<file path="src/rtl/lsu_pkg.sv">
// Shared types and funct3 encodings for the load/store unit.
// access_ok() decides legality and alignment of an access.
package lsu_pkg;

   typedef enum logic [1:0] {
      IDLE,
      WAIT,
      DONE
   } lsu_state_t;

   localparam logic [2:0] F3_B  = 3'b000;
   localparam logic [2:0] F3_H  = 3'b001;
   localparam logic [2:0] F3_W  = 3'b010;
   localparam logic [2:0] F3_BU = 3'b100;
   localparam logic [2:0] F3_HU = 3'b101;

   function automatic logic access_ok(
      input logic       is_load,
      input logic [2:0] f3,
      input logic [1:0] lo
   );
      logic ok;
      ok = 1'b0;
      unique case (1'b1)
         (f3 == F3_B):  ok = 1'b1;
         (f3 == F3_H):  ok = ~lo[0];
         (f3 == F3_W):  ok = (lo == 2'b00);
         (f3 == F3_BU): ok = is_load;
         (f3 == F3_HU): ok = is_load & ~lo[0];
         default:       ok = 1'b0;
      endcase
      return ok;
   endfunction

endpackage

</file>
<file path="src/rtl/load_formatter.sv">
// Extracts the addressed byte/halfword from a read word
// and sign- or zero-extends it.
module load_formatter
   import lsu_pkg::*;
(
   input  logic [31:0] rdata,
   input  logic [2:0]  funct3,
   input  logic [1:0]  addr_lo,
   output logic [31:0] result
);

   logic [31:0] shifted;
   logic [7:0]  byte_v;
   logic [15:0] half_v;

   assign shifted = rdata >> {addr_lo, 3'b000};
   assign byte_v  = shifted[7:0];
   assign half_v  = addr_lo[1] ? rdata[31:16] : rdata[15:0];

   always_comb begin
      result = rdata;
      unique case (1'b1)
         (funct3 == F3_B):  result = {{24{byte_v[7]}}, byte_v};
         (funct3 == F3_BU): result = {24'h0, byte_v};
         (funct3 == F3_H):  result = {{16{half_v[15]}}, half_v};
         (funct3 == F3_HU): result = {16'h0, half_v};
         default:           result = rdata;
      endcase
   end

endmodule

</file>
<file path="src/rtl/load_store_unit.sv">
// Memory stage: one req/ack data-memory transaction per load/store,
// load formatting, write-back triple and pipeline stall.
module load_store_unit
   import lsu_pkg::*;
#(
   parameter int TIMEOUT_CYCLES = 255
) (
   input  logic        clk,
   input  logic        rst,
   input  logic        mem_read,
   input  logic        mem_write,
   input  logic [2:0]  funct3,
   input  logic [31:0] address,
   input  logic [31:0] store_data,
   input  logic [4:0]  rd_address,
   output logic        dm_req_read,
   output logic        dm_req_write,
   output logic [31:0] dm_addr,
   output logic [31:0] dm_wdata,
   output logic [3:0]  dm_byte_en,
   input  logic        dm_ack,
   input  logic [31:0] dm_rdata,
   output logic        stall,
   output logic        wb_en,
   output logic [4:0]  wb_rd_address,
   output logic [31:0] wb_data,
   output logic        fault
);

   lsu_state_t  state;
   logic [7:0]  tmo_cnt;
   logic        is_load_q;
   logic [2:0]  f3_q;
   logic [1:0]  lo_q;
   logic [4:0]  rd_q;
   logic        access;
   logic        ok;
   logic [3:0]  be_n;
   logic [31:0] wd_n;
   logic [31:0] fmt;

   // read wins when both strobes are set
   assign access = mem_read | mem_write;
   assign ok     = access_ok(mem_read, funct3, address[1:0]);
   assign stall  = (state == WAIT) ||
                   ((state == IDLE) && access && ok);

   always_comb begin
      be_n = 4'b1111;
      wd_n = store_data;
      unique case (1'b1)
         (funct3[1:0] == 2'b00): begin
            be_n = 4'b0001 << address[1:0];
            wd_n = {4{store_data[7:0]}};
         end
         (funct3[1:0] == 2'b01): begin
            be_n = address[1] ? 4'b1100 : 4'b0011;
            wd_n = {2{store_data[15:0]}};
         end
         default: ;
      endcase
   end

   load_formatter u_fmt (
      .rdata   (dm_rdata),
      .funct3  (f3_q),
      .addr_lo (lo_q),
      .result  (fmt)
   );

   always_ff @(posedge clk) begin
      if (rst) begin
         state         <= IDLE;
         tmo_cnt       <= 8'd0;
         is_load_q     <= 1'b0;
         f3_q          <= 3'd0;
         lo_q          <= 2'd0;
         rd_q          <= 5'd0;
         dm_req_read   <= 1'b0;
         dm_req_write  <= 1'b0;
         dm_addr       <= 32'd0;
         dm_wdata      <= 32'd0;
         dm_byte_en    <= 4'd0;
         wb_en         <= 1'b0;
         wb_rd_address <= 5'd0;
         wb_data       <= 32'd0;
         fault         <= 1'b0;
      end else begin
         fault <= 1'b0;
         wb_en <= 1'b0;
         unique case (state)
            IDLE: begin
               if (access && ok) begin
                  dm_req_read  <= mem_read;
                  dm_req_write <= ~mem_read;
                  dm_addr      <= {address[31:2], 2'b00};
                  dm_wdata     <= wd_n;
                  dm_byte_en   <= be_n;
                  is_load_q    <= mem_read;
                  f3_q         <= funct3;
                  lo_q         <= address[1:0];
                  rd_q         <= rd_address;
                  tmo_cnt      <= 8'd0;
                  state        <= WAIT;
               end else if (access) begin
                  fault <= 1'b1;
               end
            end
            WAIT: begin
               // an ack on the last allowed cycle still completes
               if (dm_ack) begin
                  dm_req_read   <= 1'b0;
                  dm_req_write  <= 1'b0;
                  wb_en         <= is_load_q;
                  wb_rd_address <= rd_q;
                  if (is_load_q) wb_data <= fmt;
                  state         <= DONE;
               end else if (tmo_cnt + 8'd1 == 8'(TIMEOUT_CYCLES)) begin
                  dm_req_read  <= 1'b0;
                  dm_req_write <= 1'b0;
                  fault        <= 1'b1;
                  tmo_cnt      <= 8'd0;
                  state        <= IDLE;
               end else begin
                  tmo_cnt <= tmo_cnt + 8'd1;
               end
            end
            DONE: state <= IDLE;
            default: state <= IDLE;
         endcase
      end
   end

endmodule

</file>
<file path="config.mk">
export PLATFORM = sky130hd
export DESIGN_NAME = load_store_unit
export DESIGN_NICKNAME = d
export VERILOG_FILES = /design/src/rtl/lsu_pkg.sv /design/src/rtl/load_formatter.sv /design/src/rtl/load_store_unit.sv
export SDC_FILE = /design/constraint.sdc
export NUM_CORES = 1
export LEC_CHECK = 0
export ABC_AREA = 1
export BUFFER_PORTS_ARGS = -buffer_cell sky130_fd_sc_hd__buf_2
export CORE_ASPECT_RATIO = 1.2
export CORE_MARGIN = 2
export CORE_UTILIZATION = 50
export CTS_CLUSTER_SIZE = 28
export DETAILED_ROUTE_END_ITERATION = 10
export GPL_TIMING_DRIVEN = 0
export PLACE_DENSITY = 0.81
export SLEW_MARGIN = 10
export SYNTH_ARGS = -nofsm -noshare
export SYNTH_HDL_FRONTEND = slang
export SYNTH_HIERARCHICAL = 1
export SYNTH_SLANG_ARGS = --single-unit
</file>
<file path="constraint.sdc">
create_clock -name clk -period 2.1 [get_ports clk]
set_clock_uncertainty 0.05 [all_clocks]
set_input_delay 0.105 -clock clk [delete_from_list [all_inputs] [get_ports clk]]
set_output_delay 0.105 -clock clk [all_outputs]
set_load 0.005 [all_outputs]
</file>
==> metrics.md, run 1 <==
| Metric | Value |
|---|---|
| Power share of the sequential group | 39.7% |
| DRC violations left | 0 |
| Die X | 103 um |
| Hold Path Origin | store_data[27] |
| Port buffer count | 214 |
| Vias in the first global route | 6,625 |
| Initial antenna violation count | 0 |
| First-pass GRT wire length | 31,600 um |
| Hold EP | dm_wdata[27] |
| Flop and latch count out of synthesis | 128 |
| Critical path fanouts, max | 10 |
| Reg2reg end | tmo_cnt[5] |
| Max Root-Sink Buffers | 2 |
| Vias/cell | 5.29 |
| Synth Instances | 832 |
| Synth cell count leaders | nand2_1 (234), dfxtp_1 (128), a21oi_1 (91) |
| Std-Cell Rows | 43 |
| Origin of the critical flop-to-flop path | tmo_cnt[1] |
| Post-route minimum period | 2.00 ns |
| Global-route track usage on met1 | 35.1% |
| Max-slew violations | 0 |
| Net count, final | 1,241 |
| LEAKAGE | 3.99 nW |
| Worst setup path class | in2out |
| HP Class | in2reg |
| R2R setup slack | 0.18 ns |
| Routed via count | 6,884 |
| Die Height | 123 um |
| IR drop worst, VDD | 502 uV |
| CTS buffer count | 17 |
| Warnings from Yosys | 6 |
| Clock power share | 44.2% |
| RD Place Congestion | 0.991 |
| Net switching power | 0.00198 W |
| Worst hold slack | 0.0285 ns |
| Root Buffer Master | clkbuf_16 |
| FFs w/ async S/R, synth | 0% |
| DR iter-0 viols | 507 |
| # fillers | 881 |
| Critical Path Start Type | input port |
| R2R depth | 11 |
| Area growth syn-to-layout | 42.3% |
| Most Crowded Layer GR | met2 |
| Congestion Overflow GR | 0 |
| Comb pwr share | 16.2% |
| Slew HR | 56.1% |
| Post-DRT Antenna Nets | 0 |
| Setup WS post-layout | 0.0960 ns |
| Worst Hold Depth | 5 |
| Netlist cell types | 32 |
| Cell Pwr Density | 780 nW/um^2 |
| CP Data Required Time | 1.95 ns |
| Dominant cells by area after synthesis | dfxtp_1 (43%), nand2_1 (15%), a21oi_1 (7.7%), nor2_1 (5.1%), o21ai_0 (4.6%) |
| Worst Path Arrival | 1.85 ns |
| Max_cap viols | 0 |
| Max frequency | 499 MHz |
| GR Util met2 | 56.6% |
| Clock insertion delay at the later pin of the skew report | 0.42 ns |
| CTS tree | done |
| Top_reg_cell synth | dfxtp_1 |
| Dpl hpwl | 14,300 um |
| Final period util | 95.4% |
| Largest net degree at the start of global routing | 17 |
| Clk sinks | 128 |
| Setup TNS | 0 ns |
| WL per Instance | 16.1 um |
| Sw frac | 30.2% |
| Largest area contributor in the netlist | dfxtp_1 |
| Final Hold Fails | 0 |
| Mapped Area | 5920 um^2 |
| Layout cells sized above 1 | 29.0% |
| Total Wirelength | 20,900 um |
| DRT Pass-1 Iters | 5 |
| # IOs | 219 |
| Worst Setup End Kind | output pin |
| DIE AREA | 12,700 um^2 |
| Final setup viols | 0 |
| GRT Overall Usage | 32.5% |
| Status | finished, final reports clean |
| Initial Util | 51.2% |
| Syn Area/Cell | 7.12 um^2 |
| Count leader, synth | nand2_1 |
| DP Worst Slack | 0.141 ns |
| Layout Cells excl Fill | 1,301 |
| P_int | 0.00459 W |
| Clock-pin slew on the worst setup and hold paths | 0.06 ns |
| Post-synth top area share | 43.3% |
| Grt met3 use | 8.54% |
| CTS H-tree depth | 4 |
| Core Region | 11,600 um^2 |
| Least-Margin Pin Slew | 0.658 ns |
| Placed Instances | 1,204 |
| Post-synthesis sequential area ratio | 43.3% |
| Number of synthesized flops with an enable pin | 0 |
## stage by stage
stage / cell area (um^2) / util [%] / power, W
floorplan: 5920 / - / 0.00320
global placement: 7190 / 62.2 / 0.00358
detailed placement: 7190 / 62.2 / 0.00359
CTS: 8400 / 72.6 / 0.00656
global route: 8420 / 72.8 / 0.00681
finish: 8430 / 72.9 / 0.00657
## placed cells by master (no fill, tap or decap), types with 3 or more instances in the layout
master,instances
nand2_1,233
buf_2,232
dfxtp_1,128
a21oi_1,91
nor2_1,81
dlygate4sd3_1,62
o21ai_0,55
inv_1,48
nand3_1,47
nand3_2,20
clkbuf_1,18
clkbuf_16,17
a31oi_1,12
o211ai_1,11
buf_6,10
buf_4,8
nand4_1,8
or2_2,8
o21ai_1,7
nand2_2,6
inv_8,6
inv_2,5
inv_6,5
nor3_1,3
nor2_2,3
## state kept, by name, indices dropped and copies added (netlist names)
signal / count
lo_q: 2
is_load_q: 1
dm_addr: 30
dm_wdata: 32
f3_q: 3
fault: 1
dm_byte_en: 4
tmo_cnt: 8
state: 2
rd_q: 5
wb_rd_address: 5
wb_data: 32
wb_en: 1
dm_req_write: 1
dm_req_read: 1
## layer usage
metal  part of all wire (%)  vias up
li1                       -     3320
met1                     37     3083
met2                     49      394
met3                    9.3       87
met4                    4.8        0
met5                      0        -
## critical path: stages
cell and delay (ns):
dlygate4sd3_1 0.56, buf_6 0.16, nor2_8 0.18, inv_2 0.13
nand2_2 0.11, nand3_4 0.13, buf_6 0.19, nand2_1 0.13
buf_2 0.14
## final cells by class
class / count / area (um^2) / share of cell area, %
Inverter: 54 / 203 / 2.41
Buffer: 54 / 324 / 3.85
Antenna cell: 1 / 2.50 / 0.0297
Timing Repair Buffer: 278 / 1710 / 20.3
Tap cell: 157 / 196 / 2.33
Multi-Input combinational cell: 597 / 2850 / 33.8
Clock buffer: 17 / 425 / 5.05
Clock inverter: 15 / 161 / 1.92
Sequential cell: 128 / 2560 / 30.4
## power groups by stage
| stage | combinational, W | clock [W] | sequential, W |
|---|---|---|---|
| finish | 0.00106 | 0.00290 | 0.00261 |
| global route | 0.00115 | 0.00304 | 0.00262 |
| CTS | 0.00103 | 0.00293 | 0.00260 |
| detailed placement | 0.000934 | 0 | 0.00265 |
| global placement | 0.000927 | 0 | 0.00265 |
| floorplan | 0.000541 | 0 | 0.00265 |
## how the worst max path moves through the flow
stage	startpoint	to
6_report	funct3[0]	stall
5_1_grt	tmo_cnt[1]	dm_req_write
4_1_cts	tmo_cnt[1]	dm_req_write
3_5_place_dp	tmo_cnt[1]	dm_req_read
3_3_place_gp	tmo_cnt[1]	dm_req_write
2_1_floorplan	tmo_cnt[1]	dm_req_read
## kinds of logic (layout without fill, tap and decap cells)
kind of cell	Yosys count	after routing	share of synthesized area, %
buf+inv	108	418	8.90
simple gates	413	413	31.0
fa+ha+maj	2	2	0.423
other cells	1	3	0.0633
compound gates	180	180	16.3
flops	128	128	43.3
## repair_timing
action / in CTS / in global routing
setup buffers: 0 / 2
endpoints found under the hold margin: 63 / 0
resized for setup: 0 / 3
endpoints found under the setup margin: 0 / 4
hold buffers: 62 / 0
Power figures use the tool's default switching activity.
==> run 2: changes to the inputs <==
--- a/config.mk
+++ b/config.mk
@@ -13,6 +13,7 @@
 export CTS_CLUSTER_SIZE = 28
 export DETAILED_ROUTE_END_ITERATION = 10
 export GPL_TIMING_DRIVEN = 0
+export MAX_ROUTING_LAYER = met4
 export PLACE_DENSITY = 0.81
 export SLEW_MARGIN = 10
 export SYNTH_ARGS = -nofsm -noshare
==> metrics.md, run 2 (synthesis gave the netlist of run 1 again) <==
| Metric | Value |
|---|---|
| Grt met3 use | 7.97% |
| Initial antenna violation count | 0 |
| GR Util met2 | 56.7% |
| Least-Margin Pin Slew | 0.645 ns |
| Fin area | 8430 um^2 |
| Vias/cell | 5.41 |
| HP Class | in2reg |
| Root Buffer Master | clkbuf_16 |
| CP Cell Sequence | dlygate4sd3_1 > buf_6 > nor2_8 > inv_2 > nand2_2 > nand3_4 > buf_6 > nand2_1 > buf_2 |
| DP Worst Slack | 0.153 ns |
| Port buffer count | 214 |
| # fillers | 875 |
| Worst Path Arrival | 1.85 ns |
| CTS H-tree depth | 4 |
| Clk sinks | 128 |
| DRT Pass-1 Iters | 6 |
| Dpl hpwl | 14,300 um |
| Top delay family on crit path | buffers and inverters |
| Congestion Overflow GR | 0 |
| Largest net degree at the start of global routing | 17 |
| Routed via count | 7,039 |
| Critical path buffers and inverters | 5 |
| First-pass GRT wire length | 32,600 um |
| Worst setup path class | in2out |
| DP Area | 7190 um^2 |
| Pwr Total | 0.00659 W |
| LEAKAGE | 3.99 nW |
| Clock-pin slew on the worst setup and hold paths | 0.06 ns |
| Core Region | 11,600 um^2 |
| Max-slew violations | 0 |
| IR drop worst, VDD | 525 uV |
| Most Crowded Layer GR | met2 |
| Vias in the first global route | 6,689 |
| Biggest registers after layout | dm_wdata x32, wb_data x32, dm_addr x30 |
| Fin util | 72.9% |
| Post-DRT Antenna Nets | 0 |
| RD Place Congestion | 1.01 |
| Max frequency | 498 MHz |
| Crit path top cell by count | buf_6 |
| Most frequent cells in the layout | nand2_1 (233), buf_2 (232), dfxtp_1 (128), a21oi_1 (91), nor2_1 (81) |
| Die Height | 123 um |
| Final period util | 95.5% |
| Area growth syn-to-layout | 42.5% |
| Max Root-Sink Buffers | 2 |
| Std-Cell Rows | 43 |
| Setup TNS | 0 ns |
| Critical-path top delay cell | dlygate4sd3_1 |
| Die X | 103 um |
| Global-route track usage on met1 | 37.4% |
| Post-route minimum period | 2.01 ns |
| Status | finished, final reports clean |
| Delay of the slowest critical-path stage | 0.55 ns |
| Cell Pwr Density | 781 nW/um^2 |
| WL per Instance | 16.5 um |
| Layout cells sized above 1 | 29.0% |
| # IOs | 219 |
| Final Hold Fails | 0 |
| Initial Util | 51.2% |
| RSZ-0062 raised after global routing | no |
| Clock insertion delay at the later pin of the skew report | 0.42 ns |
| Max_cap viols | 0 |
| Slew HR | 57.0% |
| Commonest non-fill, non-tap cell in the layout | nand2_1 |
| Total Wirelength | 21,500 um |
| DIE AREA | 12,700 um^2 |
| Final setup viols | 0 |
| CTS tree | done |
| CP Data Required Time | 1.95 ns |
| DRC violations left | 0 |
| Critical Path Start Type | input port |
| CTS buffer count | 17 |
| Worst Setup End Kind | output pin |
| Net count, final | 1,242 |
| DR iter-0 viols | 524 |
| Setup WS post-layout | 0.0939 ns |
| Critical path fanouts, max | 10 |
| GRT Overall Usage | 34.4% |
run 2: cell count changes in the layout (fill, tap and decap cells not counted):
cell and delta:
buf_4 +1
run 2: power by group:
group          total (W)  internal, W  switching [W]  leakage [nW]
combinational    0.00107     0.000453       0.000620          2.66
sequential       0.00261      0.00254      0.0000715          1.04
clock            0.00290      0.00160        0.00131         0.290
run 2: repair_timing:
| item | 4_1_cts | 5_1_grt |
|---|---|---|
| setup endpoints to repair | 0 | 3 |
| resized for setup | 0 | 3 |
| hold buffers | 62 | 0 |
| endpoints found under the hold margin | 62 | 0 |
| setup buffers | 0 | 3 |
run 2: cell type report:
cell class,count,area [um^2],area share [%]
Multi-Input combinational cell,597,2850,33.7
Sequential cell,128,2560,30.4
Timing Repair Buffer,279,1710,20.3
Clock buffer,17,425,5.04
Buffer,54,324,3.84
Inverter,54,203,2.40
Tap cell,157,196,2.33
Clock inverter,15,161,1.91
Antenna cell,1,2.50,0.0297
run 2: path summary, 6_finish.rpt:
check | to | startpoint | depth (start not counted) | slack [ns]
setup / recovery | stall | funct3[0] | 9 | 0.09
hold / removal | dm_wdata[27] | store_data[27] | 5 | 0.02
setup reg to reg | dm_req_read | tmo_cnt[1] | 12 | 0.23
hold reg to reg | dm_wdata[27] | dm_wdata[27] | 2 | 0.41
run 2: worst min-delay path, cell delays in order:
cell and delay (ns):
buf_2 0.08, nand2_1 0.04, o211ai_1 0.07, nand2_1 0.06, a21oi_1 0.10
run 2: stage by stage:
| stage | std cells | hold slack (ns) |
|---|---|---|
| after floorplan | 833 | 0.198 |
| after global placement | 1204 | 0.303 |
| after detailed placement | 1204 | 0.307 |
| after CTS | 1298 | 0.0150 |
| after global routing | 1301 | 0.0281 |
| final | 1302 | 0.0244 |
run 2: layer usage:
layer	vias up	share of wire, %
li1	3316	-
met1	3191	37
met2	435	48
met3	97	9.0
met4	0	6.0
met5	-	0
==> run 3: changes to the inputs <==
--- a/config.mk
+++ b/config.mk
@@ -7,14 +7,16 @@
 export LEC_CHECK = 0
 export ABC_AREA = 1
 export BUFFER_PORTS_ARGS = -buffer_cell sky130_fd_sc_hd__buf_2
+export CELL_PAD_IN_SITES_DETAIL_PLACEMENT = 1
+export CELL_PAD_IN_SITES_GLOBAL_PLACEMENT = 1
 export CORE_ASPECT_RATIO = 1.2
 export CORE_MARGIN = 2
-export CORE_UTILIZATION = 50
+export CORE_UTILIZATION = 34
 export CTS_CLUSTER_SIZE = 28
 export DETAILED_ROUTE_END_ITERATION = 10
 export GPL_TIMING_DRIVEN = 0
 export MAX_ROUTING_LAYER = met4
-export PLACE_DENSITY = 0.81
+export PLACE_DENSITY_LB_ADDON = 0.1
 export SLEW_MARGIN = 10
 export SYNTH_ARGS = -nofsm -noshare
 export SYNTH_HDL_FRONTEND = slang
==> metrics.md, run 3 (synthesis gave the netlist of run 1 again) <==
| Metric | Value |
|---|---|
| Layout Cells excl Fill | 1,360 |
| Worst Setup End Kind | output pin |
| Final setup viols | 0 |
| Commonest non-fill, non-tap cell in the layout | nand2_1 |
| Worst Path Arrival | 1.86 ns |
| Final period util | 95.8% |
| Max frequency | 497 MHz |
| Area growth syn-to-layout | 44.9% |
| Biggest registers after layout | dm_wdata x32, wb_data x32, dm_addr x30 |
| Inserted Diodes | 0 |
| IR drop worst, VDD | 500 uV |
| CP Cell Sequence | dlygate4sd3_1 > buf_6 > nor2_8 > inv_2 > nand2_2 > nand3_4 > buf_6 > nand2_1 > buf_2 |
| Net count, final | 1,242 |
| Critical-path top delay cell | dlygate4sd3_1 |
| Post-DRT Antenna Nets | 0 |
| Setup TNS | 0 ns |
| CTS tree | done |
| # IOs | 219 |
| HP Class | in2reg |
| Status | finished, final reports clean |
| Least-Margin Pin Slew | 0.647 ns |
| Std-Cell Rows | 52 |
| WL per Instance | 16.7 um |
| Congestion Overflow GR | 0 |
| Vias/cell | 4.91 |
| Max Root-Sink Buffers | 2 |
| Layout cells sized above 1 | 28.9% |
| Initial Util | 34.9% |
| Clock-pin slew on the worst setup and hold paths | 0.06 ns |
| Critical path fanouts, max | 10 |
| Critical path buffers and inverters | 5 |
| DP Worst Slack | 0.0605 ns |
| Dpl hpwl | 16,700 um |
| R2R setup slack | 0.23 ns |
| Crit path top cell by count | buf_6 |
| Initial antenna violation count | 0 |
| Clock insertion delay at the later pin of the skew report | 0.42 ns |
| RSZ-0062 raised after global routing | no |
| Total Wirelength | 22,700 um |
| Post-route minimum period | 2.01 ns |
| RD Place Congestion | 0.888 |
| CTS H-tree depth | 4 |
| Core Region | 17,000 um^2 |
| Die Height | 149 um |
| Max-slew violations | 0 |
| DRT Pass-1 Iters | 4 |
| Largest net degree at the start of global routing | 17 |
| Routed via count | 6,682 |
| Delay of the slowest critical-path stage | 0.57 ns |
| Worst setup path class | in2out |
| DRC violations left | 0 |
| GRT Overall Usage | 25.1% |
| Vias in the first global route | 6,963 |
| Die X | 124 um |
| Worst hold slack | 0.0425 ns |
| Clk sinks | 128 |
| CP Data Required Time | 1.95 ns |
| Slew HR | 56.9% |
| Final Hold Fails | 0 |
| Fin util | 50.5% |
| DR iter-0 viols | 224 |
| First-pass GRT wire length | 35,800 um |
| CTS buffer count | 17 |
| Port buffer count | 214 |
| Cell Pwr Density | 819 nW/um^2 |
| Max_cap viols | 0 |
| LEAKAGE | 4.02 nW |
| Root Buffer Master | clkbuf_16 |
| Most frequent cells in the layout | nand2_1 (233), buf_2 (232), dfxtp_1 (128), a21oi_1 (91), nor2_1 (81) |
| Setup WS post-layout | 0.0880 ns |
| DIE AREA | 18,500 um^2 |
| Placed Instances | 1,263 |
| Top delay family on crit path | buffers and inverters |
| Critical Path Start Type | input port |
## run 3: cell types whose count changed in the layout (fill, tap and decap cells not counted), sizes merged
cell	before	now
clkbuf	36	37
inv	64	57
clkinvlp	0	1
bufinv	0	5
diode	1	0
## run 3: worst reg2reg max path, stage by stage (launching register included)
cell	delay [ns]
dfxtp_1	0.39
ha_1	0.22
nand2_1	0.13
nor2_1	0.15
nand2_1	0.06
nand2_1	0.08
nand2_1	0.06
nor2_1	0.16
nand2_2	0.14
nand2_2	0.13
nand2_1	0.06
nand2_1	0.05
a21oi_1	0.05
## run 3: cell type report
cell class / instances / area, um^2
well taps: 216 / 270
clock inverters: 14 / 228
fillers: 2213 / 8400
flip-flops and latches: 128 / 2560
clock buffers: 18 / 439
multi-input cells: 597 / 2840
plain buffers: 54 / 324
inverters: 54 / 203
repair buffers: 279 / 1710
## run 3: path summary, 6_finish.rpt
check	start	end	depth (start not counted)
worst min-delay path	store_data[28]	dm_wdata[28]	5
worst max register to register	tmo_cnt[1]	dm_req_read	12
worst min register to register	dm_addr[26]	dm_addr[26]	2
worst max-delay path	funct3[0]	stall	9
## run 3: per-layer routing
| metal | part of all wire [%] | global-route usage [%] | vias up |
|---|---|---|---|
| li1 | - | - | 3309 |
| met1 | 40 | 26.9 | 3169 |
| met2 | 53 | 45.9 | 181 |
| met3 | 5.2 | 6.12 | 23 |
| met4 | 1.5 | 7.70 | 0 |
| met5 | 0 | - | - |
## run 3: where the power goes
part | internal (W) | switching (W) | total, W
registers | 0.00254 | 0.0000637 | 0.00260
logic | 0.000453 | 0.000614 | 0.00107
clock network | 0.00216 | 0.00119 | 0.00335
## run 3: timing repair
action	in CTS	in global routing
setup endpoints to repair	0	7
hold endpoints to repair	62	0
resized for setup	0	1
buffers inserted	0	3
hold buffers	62	0
## run 3: stage by stage
stage	power [W]	cell area, um^2
finish	0.00702	8580
global route	0.00731	8580
CTS	0.00708	8550
detailed placement	0.00362	7270
global placement	0.00361	7270
floorplan	0.00320	5920
